--- src/rtl/xcvr_pkg.sv ---
// Shared types and constants for the transceiver transfer controller.
// Holds the FSM state encoding and the registered control-pin bundle.
package xcvr_pkg;

    typedef enum logic [3:0] {
        IDLE,
        WR_LATCH,
        WR_DRIVE,
        RD_WAIT,
        RD_LATCH,
        RD_HOLD,
        FINISH,
        ABORT,
        RETRY
    } xfer_state_t;

    localparam logic DIR_A2B      = 1'b1;
    localparam logic DIR_B2A      = 1'b0;
    localparam logic SEL_REALTIME = 1'b0;
    localparam logic SEL_STORED   = 1'b1;

    typedef struct packed {
        logic clkab;
        logic clkba;
        logic dir;
        logic oe_n;
        logic sab;
        logic sba;
        logic busy;
        logic done;
        logic err;
    } xcvr_ctrl_t;

    // Safe bus state: outputs disabled, A-to-B direction, real-time paths.
    function automatic xcvr_ctrl_t idle_ctrl();
        xcvr_ctrl_t c;
        c.clkab = 1'b0;
        c.clkba = 1'b0;
        c.dir   = DIR_A2B;
        c.oe_n  = 1'b1;
        c.sab   = SEL_REALTIME;
        c.sba   = SEL_REALTIME;
        c.busy  = 1'b0;
        c.done  = 1'b0;
        c.err   = 1'b0;
        return c;
    endfunction

endpackage

--- src/rtl/xcvr_cycle_timer.sv ---
// Saturating cycle counter with synchronous clear/enable and an
// equality compare against a caller-supplied match value.
module xcvr_cycle_timer #(
    parameter int CNT_W = 6
) (
    input  logic             clk,
    input  logic             rst,
    input  logic             clr,
    input  logic             en,
    input  logic [CNT_W-1:0] match,
    output logic             hit
);

    localparam logic [CNT_W-1:0] CNT_MAX = '1;

    logic [CNT_W-1:0] count;

    always_ff @(posedge clk or posedge rst) begin
        if (rst) begin
            count <= '0;
        end else if (clr) begin
            count <= '0;
        end else if (en && (count != CNT_MAX)) begin
            count <= count + CNT_W'(1);
        end
    end

    assign hit = (count == match);

endmodule

--- src/rtl/xcvr_xfer_ctrl.sv ---
// Control sequencer for a pair of registered bus transceivers (CPU A-side <-> bus B-side).
// Optional single retry on timeout when XCVR_XFER_CTRL_RETRY_EN is defined.
module xcvr_xfer_ctrl
    import xcvr_pkg::*;
#(
    parameter int TIMEOUT_CYCLES = 63,
    parameter int HOLD_CYCLES    = 2,
    parameter int CNT_W          = 6
) (
    input  logic sysclk,
    input  logic sys_rst,
    input  logic req_wr,
    input  logic req_rd,
    input  logic bus_ack,
    output logic xcvr_clkab,
    output logic xcvr_clkba,
    output logic xcvr_dir,
    output logic xcvr_oe_n,
    output logic xcvr_sab,
    output logic xcvr_sba,
    output logic busy,
    output logic done,
    output logic err
);

    // The counter starts at 0 in the first cycle of a state, so matching
    // N-1 makes the state last exactly N cycles.
    localparam logic [CNT_W-1:0] TO_MATCH   = CNT_W'(TIMEOUT_CYCLES - 1);
    localparam logic [CNT_W-1:0] HOLD_MATCH = CNT_W'(HOLD_CYCLES - 1);

    xfer_state_t      state;
    xfer_state_t      state_next;
    xfer_state_t      timeout_state;
    xcvr_ctrl_t       ctrl_q;
    xcvr_ctrl_t       ctrl_next;
    logic             cnt_clr;
    logic             cnt_en;
    logic             cnt_hit;
    logic [CNT_W-1:0] cnt_match;

`ifdef XCVR_XFER_CTRL_RETRY_EN
    logic retry_q;
    logic retry_next;
`endif

    xcvr_cycle_timer #(
        .CNT_W (CNT_W)
    ) u_timer (
        .clk   (sysclk),
        .rst   (sys_rst),
        .clr   (cnt_clr),
        .en    (cnt_en),
        .match (cnt_match),
        .hit   (cnt_hit)
    );

    always_ff @(posedge sysclk or posedge sys_rst) begin
        if (sys_rst) begin
            state  <= IDLE;
            ctrl_q <= idle_ctrl();
        end else begin
            state  <= state_next;
            ctrl_q <= ctrl_next;
        end
    end

`ifdef XCVR_XFER_CTRL_RETRY_EN
    always_ff @(posedge sysclk or posedge sys_rst) begin
        if (sys_rst) begin
            retry_q <= 1'b0;
        end else begin
            retry_q <= retry_next;
        end
    end
`endif

    always_comb begin
        state_next = state;
        cnt_en     = 1'b0;
        cnt_match  = (state == RD_HOLD) ? HOLD_MATCH : TO_MATCH;

`ifdef XCVR_XFER_CTRL_RETRY_EN
        timeout_state = retry_q ? ABORT : RETRY;
`else
        timeout_state = ABORT;
`endif

        case (state)
            IDLE: begin
                if (req_wr) begin
                    state_next = WR_LATCH;
                end else if (req_rd) begin
                    state_next = RD_WAIT;
                end
            end
            WR_LATCH: state_next = WR_DRIVE;
            WR_DRIVE: begin
                cnt_en = 1'b1;
                if (bus_ack) begin
                    state_next = FINISH;
                end else if (cnt_hit) begin
                    state_next = timeout_state;
                end
            end
            RD_WAIT: begin
                cnt_en = 1'b1;
                if (bus_ack) begin
                    state_next = RD_LATCH;
                end else if (cnt_hit) begin
                    state_next = timeout_state;
                end
            end
            RD_LATCH: state_next = RD_HOLD;
            RD_HOLD: begin
                cnt_en = 1'b1;
                if (cnt_hit) begin
                    state_next = FINISH;
                end
            end
            FINISH: state_next = IDLE;
            ABORT:  state_next = IDLE;
`ifdef XCVR_XFER_CTRL_RETRY_EN
            // RETRY keeps the direction of the interrupted transfer.
            RETRY:  state_next = (ctrl_q.dir == DIR_A2B) ? WR_LATCH : RD_WAIT;
`endif
            default: state_next = IDLE;
        endcase

        // Every state entry starts from a zero count.
        cnt_clr = (state_next != state);

`ifdef XCVR_XFER_CTRL_RETRY_EN
        retry_next = (state == IDLE) ? 1'b0 : (retry_q || (state_next == RETRY));
`endif

        ctrl_next      = idle_ctrl();
        ctrl_next.busy = (state_next != IDLE);
        case (state_next)
            WR_LATCH: ctrl_next.clkab = 1'b1;
            WR_DRIVE: begin
                ctrl_next.oe_n = 1'b0;
                ctrl_next.sab  = SEL_STORED;
            end
            RD_WAIT:  ctrl_next.dir = DIR_B2A;
            RD_LATCH: begin
                ctrl_next.clkba = 1'b1;
                ctrl_next.dir   = DIR_B2A;
            end
            RD_HOLD: begin
                ctrl_next.dir  = DIR_B2A;
                ctrl_next.sba  = SEL_STORED;
                ctrl_next.oe_n = 1'b0;
            end
            FINISH:   ctrl_next.done = 1'b1;
            ABORT:    ctrl_next.err  = 1'b1;
            RETRY:    ctrl_next.dir  = ctrl_q.dir;
            default:  ;
        endcase
    end

    assign xcvr_clkab = ctrl_q.clkab;
    assign xcvr_clkba = ctrl_q.clkba;
    assign xcvr_dir   = ctrl_q.dir;
    assign xcvr_oe_n  = ctrl_q.oe_n;
    assign xcvr_sab   = ctrl_q.sab;
    assign xcvr_sba   = ctrl_q.sba;
    assign busy       = ctrl_q.busy;
    assign done       = ctrl_q.done;
    assign err        = ctrl_q.err;

endmodule
--- config.mk ---
export PLATFORM = sky130hd
export DESIGN_NAME = xcvr_xfer_ctrl
export DESIGN_NICKNAME = d
export VERILOG_FILES = /design/src/rtl/xcvr_pkg.sv /design/src/rtl/xcvr_cycle_timer.sv /design/src/rtl/xcvr_xfer_ctrl.sv
export SDC_FILE = /design/constraint.sdc
export NUM_CORES = 1
export LEC_CHECK = 0
export ABC_AREA = 1
export CAP_MARGIN = 15
export CORE_MARGIN = 1.5
export CORE_UTILIZATION = 51
export CTS_BUF_LIST = sky130_fd_sc_hd__clkbuf_4 sky130_fd_sc_hd__clkbuf_8
export CTS_CLUSTER_DIAMETER = 60
export DETAILED_ROUTE_END_ITERATION = 10
export DONT_BUFFER_PORTS = 1
export GPL_ROUTABILITY_DRIVEN = 0
export PLACE_DENSITY_LB_ADDON = 0.05
export SETUP_SLACK_MARGIN = 0.3
export SLEW_MARGIN = 20
export SYNTH_ARGS = -nofsm -noshare
export SYNTH_HDL_FRONTEND = slang
export SYNTH_HIERARCHICAL = 1
export SYNTH_SLANG_ARGS = --single-unit
--- constraint.sdc ---
create_clock -name sysclk -period 3.2 [get_ports sysclk]
set_input_delay 0.8 -clock sysclk [delete_from_list [all_inputs] [get_ports sysclk]]
set_output_delay 0.8 -clock sysclk [all_outputs]
set_load 0.02 [all_outputs]
==> results of run 1 <==
==> per-layer routing <==
metal	part of all wire, %	up-vias	global-route usage, %
li1	-	442	-
met1	52	363	28.88
met2	41	29	25.68
met3	5.7	4	2.727
met4	1.3	0	6.944
met5	0	-	0
==> worst reg2reg max path, cell delays in order (launching register included) <==
cell and delay, ns:
dfrtp_1 0.46, nor2_1 0.18, nand3_2 0.22, inv_1 0.13, xnor2_1 0.12, nand4_1 0.11
nor2_1 0.22, a21oi_1 0.12, nand2_2 0.12, nand3_4 0.12, xnor2_1 0.15, nand2_1 0.12
inv_1 0.25, nand2_4 0.10, nand2_1 0.07, nand2_1 0.05
==> per-stage QoR <==
stage	hold slack, ns	total power [uW]	cell area [um2]	util [%]
final	0.2924	678.2	1164	58.13
after CTS	0.2965	684.2	1164	58.13
after floorplan	0.5436	521.2	1102	-
after detailed placement	0.5834	561.4	1136	56.75
after global routing	0.2969	726.6	1164	58.13
after global placement	0.5801	557.0	1136	56.75
==> final timing paths <==
| kind | startpoint | end | slack, ns |
|---|---|---|---|
| max | state[1] | u_timer/count[2] | 0.57 |
| min | sys_rst | u_timer/count[4] | 0.29 |
| max reg2reg | state[1] | u_timer/count[2] | 0.57 |
| min reg2reg | u_timer/count[4] | u_timer/count[4] | 0.60 |
| max in group asynchronous | sys_rst | xcvr_oe_n | 2.45 |
| min in group sysclk | u_timer/count[4] | u_timer/count[4] | 0.60 |
==> final cells by class <==
cell class / count / area (um2) / area share (%)
sequential: 19 / 478.0 / 41.08
tap: 27 / 33.78 / 2.903
clock inverter: 1 / 5.005 / 0.4301
clock buffer: 3 / 22.52 / 1.935
multi-input combinational: 94 / 519.2 / 44.62
inverter: 28 / 105.1 / 9.032
==> cells in the final DEF (no fill, tap or decap) <==
| cell | instances |
|---|---|
| nand4_1 | 5 |
| ha_1 | 1 |
| inv_2 | 2 |
| o21ai_0 | 2 |
| nor2_1 | 16 |
| o21ai_2 | 1 |
| nand3_2 | 1 |
| nor2_2 | 3 |
| a21oi_1 | 2 |
| nor3_1 | 3 |
| nor3_2 | 1 |
| xnor2_1 | 6 |
| nand2_4 | 4 |
| inv_1 | 26 |
| dfstp_2 | 2 |
| dfrtp_1 | 17 |
| clkbuf_4 | 3 |
| nor2_4 | 1 |
| nand2_1 | 28 |
| clkinv_2 | 1 |
| nand2_2 | 5 |
| nand3_1 | 12 |
| or2_2 | 1 |
| conb_1 | 1 |
| nand3_4 | 1 |
==> power groups by stage <==
stage / registers (uW) / logic [uW] / clock network (uW)
detailed placement: 362 / 200 / 0
CTS: 357 / 201 / 126
finish: 357 / 198 / 123
global placement: 360 / 197 / 0
floorplan: 354 / 167 / 0
global route: 363 / 231 / 133
==> cells by family (layout without fill, tap and decap cells) <==
| logic type | after synthesis | after routing | share of synthesized area [%] |
|---|---|---|---|
| and+or+nand+nor | 81 | 81 | 38.25 |
| buffers and inverters | 28 | 32 | 9.535 |
| DFF | 19 | 19 | 43.36 |
| xor gates and xnor gates | 6 | 6 | 4.767 |
| AOI/OAI and AO/OA | 5 | 5 | 2.611 |
| adders and majority gates | 1 | 1 | 1.135 |
| other | 1 | 1 | 0.3402 |
==> flow_summary.toml, run 1 <==
[place]
post-place-ws_ns = 0.6072
numPlacedInstances = 168
dp_hpwl_um = 1551
port_buffers = 0

[yosys]
yosys-top-cells-area = "dfrtp_1 (39%), nand2_1 (9.5%), inv_1 (8.9%), nand3_1 (5.4%), nor2_1 (5.4%)"
synth_fp_nets = 147
synth_edf_count = 0
synth.top_cell.area_share_pct = 38.59
async_reset_ff_share_pct = 100.0
synthCells = 141
seq_area_frac_synth_pct = 43.36
yosysMostFrequentCell = "nand2_1"
synthesis.yosys.warnings = 6
synth_cell_types = 23
yosysTopAreaCell = "dfrtp_1"
synth_area_um2 = 1102
syn-mean-instance-area_um2 = 7.818
ys_top_cells_by_count = "nand2_1 (28), inv_1 (26), dfrtp_1 (17), nor2_1 (16), nand3_1 (12)"
synth_flop_cell = "dfrtp_1"
synth-seq-cells = 19

[die]
start_util_pct = 55.06
ios = 14
coreArea_um2 = 2002
die_h_um = 49.49
die_area_um2 = 2449
die_w_um = 49.49
std_cell_rows = 16

[run]
drv_cap = 0

[status]
outcome = "finished, final reports clean"

[setup_path]
path_common_cell = "nand2_1"
cp-start-kind = "flop"
cp.arrival_ns = 2.83
path_cells = "nor2_1 -> nand3_2 -> inv_1 -> xnor2_1 -> nand4_1 -> nor2_1 -> a21oi_1 -> nand2_2 -> nand3_4 -> xnor2_1 -> nand2_1 -> inv_1 -> nand2_4 -> nand2_1 -> nand2_1"
path_delay_family = "simple AND/OR/NAND/NOR gates"
crit_buf_inv = 2
cp_slowest_cell = "dfrtp_1"
end_kind = "flop"
critPathMaxStageDelay_ns = 0.46
crit_required_ns = 3.40
path_class = "reg2reg"
path_depth = 15
ff2ff_path_depth = 15
critPathMaxFanout = 10

[drt]
drc = 0
vias_per_cell = 4.872
wl_um = 1981
drtIter0Drc = 27
ant_nets = 0
vias = 838
firstDrtPassIters = 4
wl_per_cell_um = 11.52

[cells_and_area]
largestRegisters = "u_timer/count x6, state x4"
stdcell_count = 172
nets = 152
layout-drive-gt1-share_pct = 17.93
syn2layout_area_growth_pct = 5.562
largest_register = "u_timer/count"
antenna_cells = 0
largest_reg_flops = 6
fillers = 191

[global_route]
grt_pass1_wl_um = 3436
grt_pass1_vias = 742
grt_antenna_before_repair = 0
grt.overflow.total = 0
track_usage_pct = 18.49
grt_max_degree = 14

[timing]
rsz0062_at_grt = "no"
finalCriticalPeriod_ns = 2.632
hold_violations = 0
setup_tns_ns = 0
setup_viol = 0
period_share_pct = 82.25
fmax_mhz = 379.9
finalMaxSlewViolations = 0
finClkSkew_ns = 0.002554
setup_ws_ns = 0.5680

[pwr]
pwr-share-comb_pct = 29.2
p_sw_share_pct = 40.86
p_per_area_nw_per_um2 = 582.9
p_leak_uw = 0.0006327
clkPwrFrac_pct = 18.1
power_frac_seq_pct = 52.7
switching_power_uw = 277.1
internal-power_uw = 401.1
irDropWorstVdd_v = 0.0003229

[min_path]
min_path_type = "in2async"

[clocking]
cts_hold_buf = 0
cts_max_path_buffers = 2
clock_latency_ns = 0.29
clkSinkCount = 19
path_clk_slew_ns = 0.11
clock_tree.root_cell = "clkbuf_4"
cts.htree.levels = 1
cts-resized-gates = 0
cts_tree = "built"
post_cts_buffers = 0
cts_made_buffers = 3
(Power assumes the default switching activity.)
==> run 2, diff against run 1 <==
Clock period 3.2 ns to 2.7 ns, I/O delays scaled along.
==> flow_summary.toml, run 2 (synthesis results as in run 1) <==
[setup_path]
path_class = "reg2reg"
r2r_slack_ns = 0.42
critPathMaxFanout = 5
cp.arrival_ns = 2.53
path_common_cell = "nand2_1"
crit_required_ns = 2.94
end_kind = "flop"
path_cells = "nor2_4 -> nand3_4 -> or2_2 -> nand3_1 -> nor2_4 -> nor2_1 -> nor2_1 -> nand2_1 -> nand3_4 -> xnor2_2 -> nand2_2 -> nor3_1 -> nand2_1 -> nand2_1"
critPathMaxStageDelay_ns = 0.45
cp-start-kind = "flop"
cp_slowest_cell = "dfrtp_2"

[timing]
hold_violations = 0
fmax_mhz = 437.8
finClkSkew_ns = 0.007601
finalMaxSlewViolations = 0
period_share_pct = 84.59
setup_viol = 0
finalCriticalPeriod_ns = 2.284
setup_tns_ns = 0
fin_hold_ws_ns = 0.1686
rsz0062_at_grt = "yes"

[cells_and_area]
mostFrequentLayoutCells = "nand2_1 (27), inv_1 (24), nor2_1 (14), dfrtp_1 (14), nand3_1 (13)"
largest_register = "u_timer/count"
layout.cells.most_common = "nand2_1"
layout-drive-gt1-share_pct = 30.32
nets = 162
largestRegisters = "u_timer/count x6, state x4"
largest_reg_flops = 6
antenna_cells = 0
stdcell_count = 182
syn2layout_area_growth_pct = 17.14

[drt]
vias_per_cell = 5.132
wl_per_cell_um = 12.02
firstDrtPassIters = 5
ant_nets = 0
wl_um = 2188
drtIter0Drc = 28
vias = 934
drc = 0

[pwr]
p_total_uw = 877.7
p_per_area_nw_per_um2 = 679.7
p_leak_uw = 0.0006776
irDropWorstVdd_v = 0.0004798

[die]
coreArea_um2 = 2002
ios = 14
die_area_um2 = 2449
die_h_um = 49.49
die_w_um = 49.49
start_util_pct = 55.06
std_cell_rows = 16

[min_path]
min_path_type = "in2async"

[global_route]
track_usage_pct = 18.35
grt_pass1_wl_um = 3498
grt_pass1_vias = 826
grt_antenna_before_repair = 0
grt_max_degree = 14
grt.overflow.total = 0

[clocking]
clock_tree.root_cell = "clkbuf_4"
path_clk_slew_ns = 0.11
cts_max_path_buffers = 2
cts_tree = "built"
cts_hold_buf = 0
cts.htree.levels = 1
cts_made_buffers = 3
clkSinkCount = 19
clock_latency_ns = 0.29

[place]
numPlacedInstances = 168
dp_hpwl_um = 1595
port_buffers = 0

[run]
drv_cap = 0

[status]
outcome = "finished, final reports clean"
==> run 2: final timing paths <==
check	from	end	cells after the start
worst max-delay path	state[3]	u_timer/count[2]	14
min in group sysclk	u_timer/count[4]	u_timer/count[4]	2
max in group asynchronous	sys_rst	xcvr_oe_n	1
worst min register to register	u_timer/count[4]	u_timer/count[4]	2
worst max register to register	state[3]	u_timer/count[2]	14
worst min-delay path	sys_rst	u_timer/count[3]	1
==> run 2: critical path, delay by kind of cell (launching register included) <==
family	cells	cell delay, ns
xor+xnor	1	0.18
flops	1	0.45
simple gates	13	1.61
==> run 2: repair_timing <==
item	4_1_cts	5_1_grt
endpoints found under the setup margin	6	6
resized for setup	5	11
pin swaps	1	8
buffers inserted	2	7
gates cloned	1	0
==> run 2: area by class of cell <==
cell class | count | area [um2]
Sequential cell | 19 | 481.7
Timing Repair Buffer | 9 | 67.56
Fill cell | 187 | 710.7
Multi-Input combinational cell | 95 | 573.1
Tap cell | 27 | 33.78
Clock inverter | 1 | 5.005
Inverter | 28 | 107.6
Clock buffer | 3 | 22.52
==> run 2: power by group <==
| part | internal, uW | switching, uW | total (uW) |
|---|---|---|---|
| Sequential | 344 | 90.8 | 435 |
| Clock | 55.1 | 87.4 | 142 |
| Combinational | 117 | 183 | 301 |
==> run 2: metrics by stage <==
step / cell area [um2] / setup slack (ns) / utilization [%]
2_1_floorplan: 1102 / 0.4000 / -
3_3_place_gp: 1136 / 0.1987 / 56.75
3_5_place_dp: 1136 / 0.07364 / 56.75
4_1_cts: 1195 / 0.3032 / 59.69
5_1_grt: 1291 / 0.2495 / 64.50
6_report: 1291 / 0.4161 / 64.50
==> run 2: layer usage <==
| layer | up-vias | global-route usage, % | part of all wire [%] |
|---|---|---|---|
| li1 | 458 | - | - |
| met1 | 449 | 27.25 | 49 |
| met2 | 25 | 27.25 | 47 |
| met3 | 2 | 3.333 | 3.8 |
| met4 | 0 | 5.556 | 0.32 |
| met5 | - | 0 | 0 |
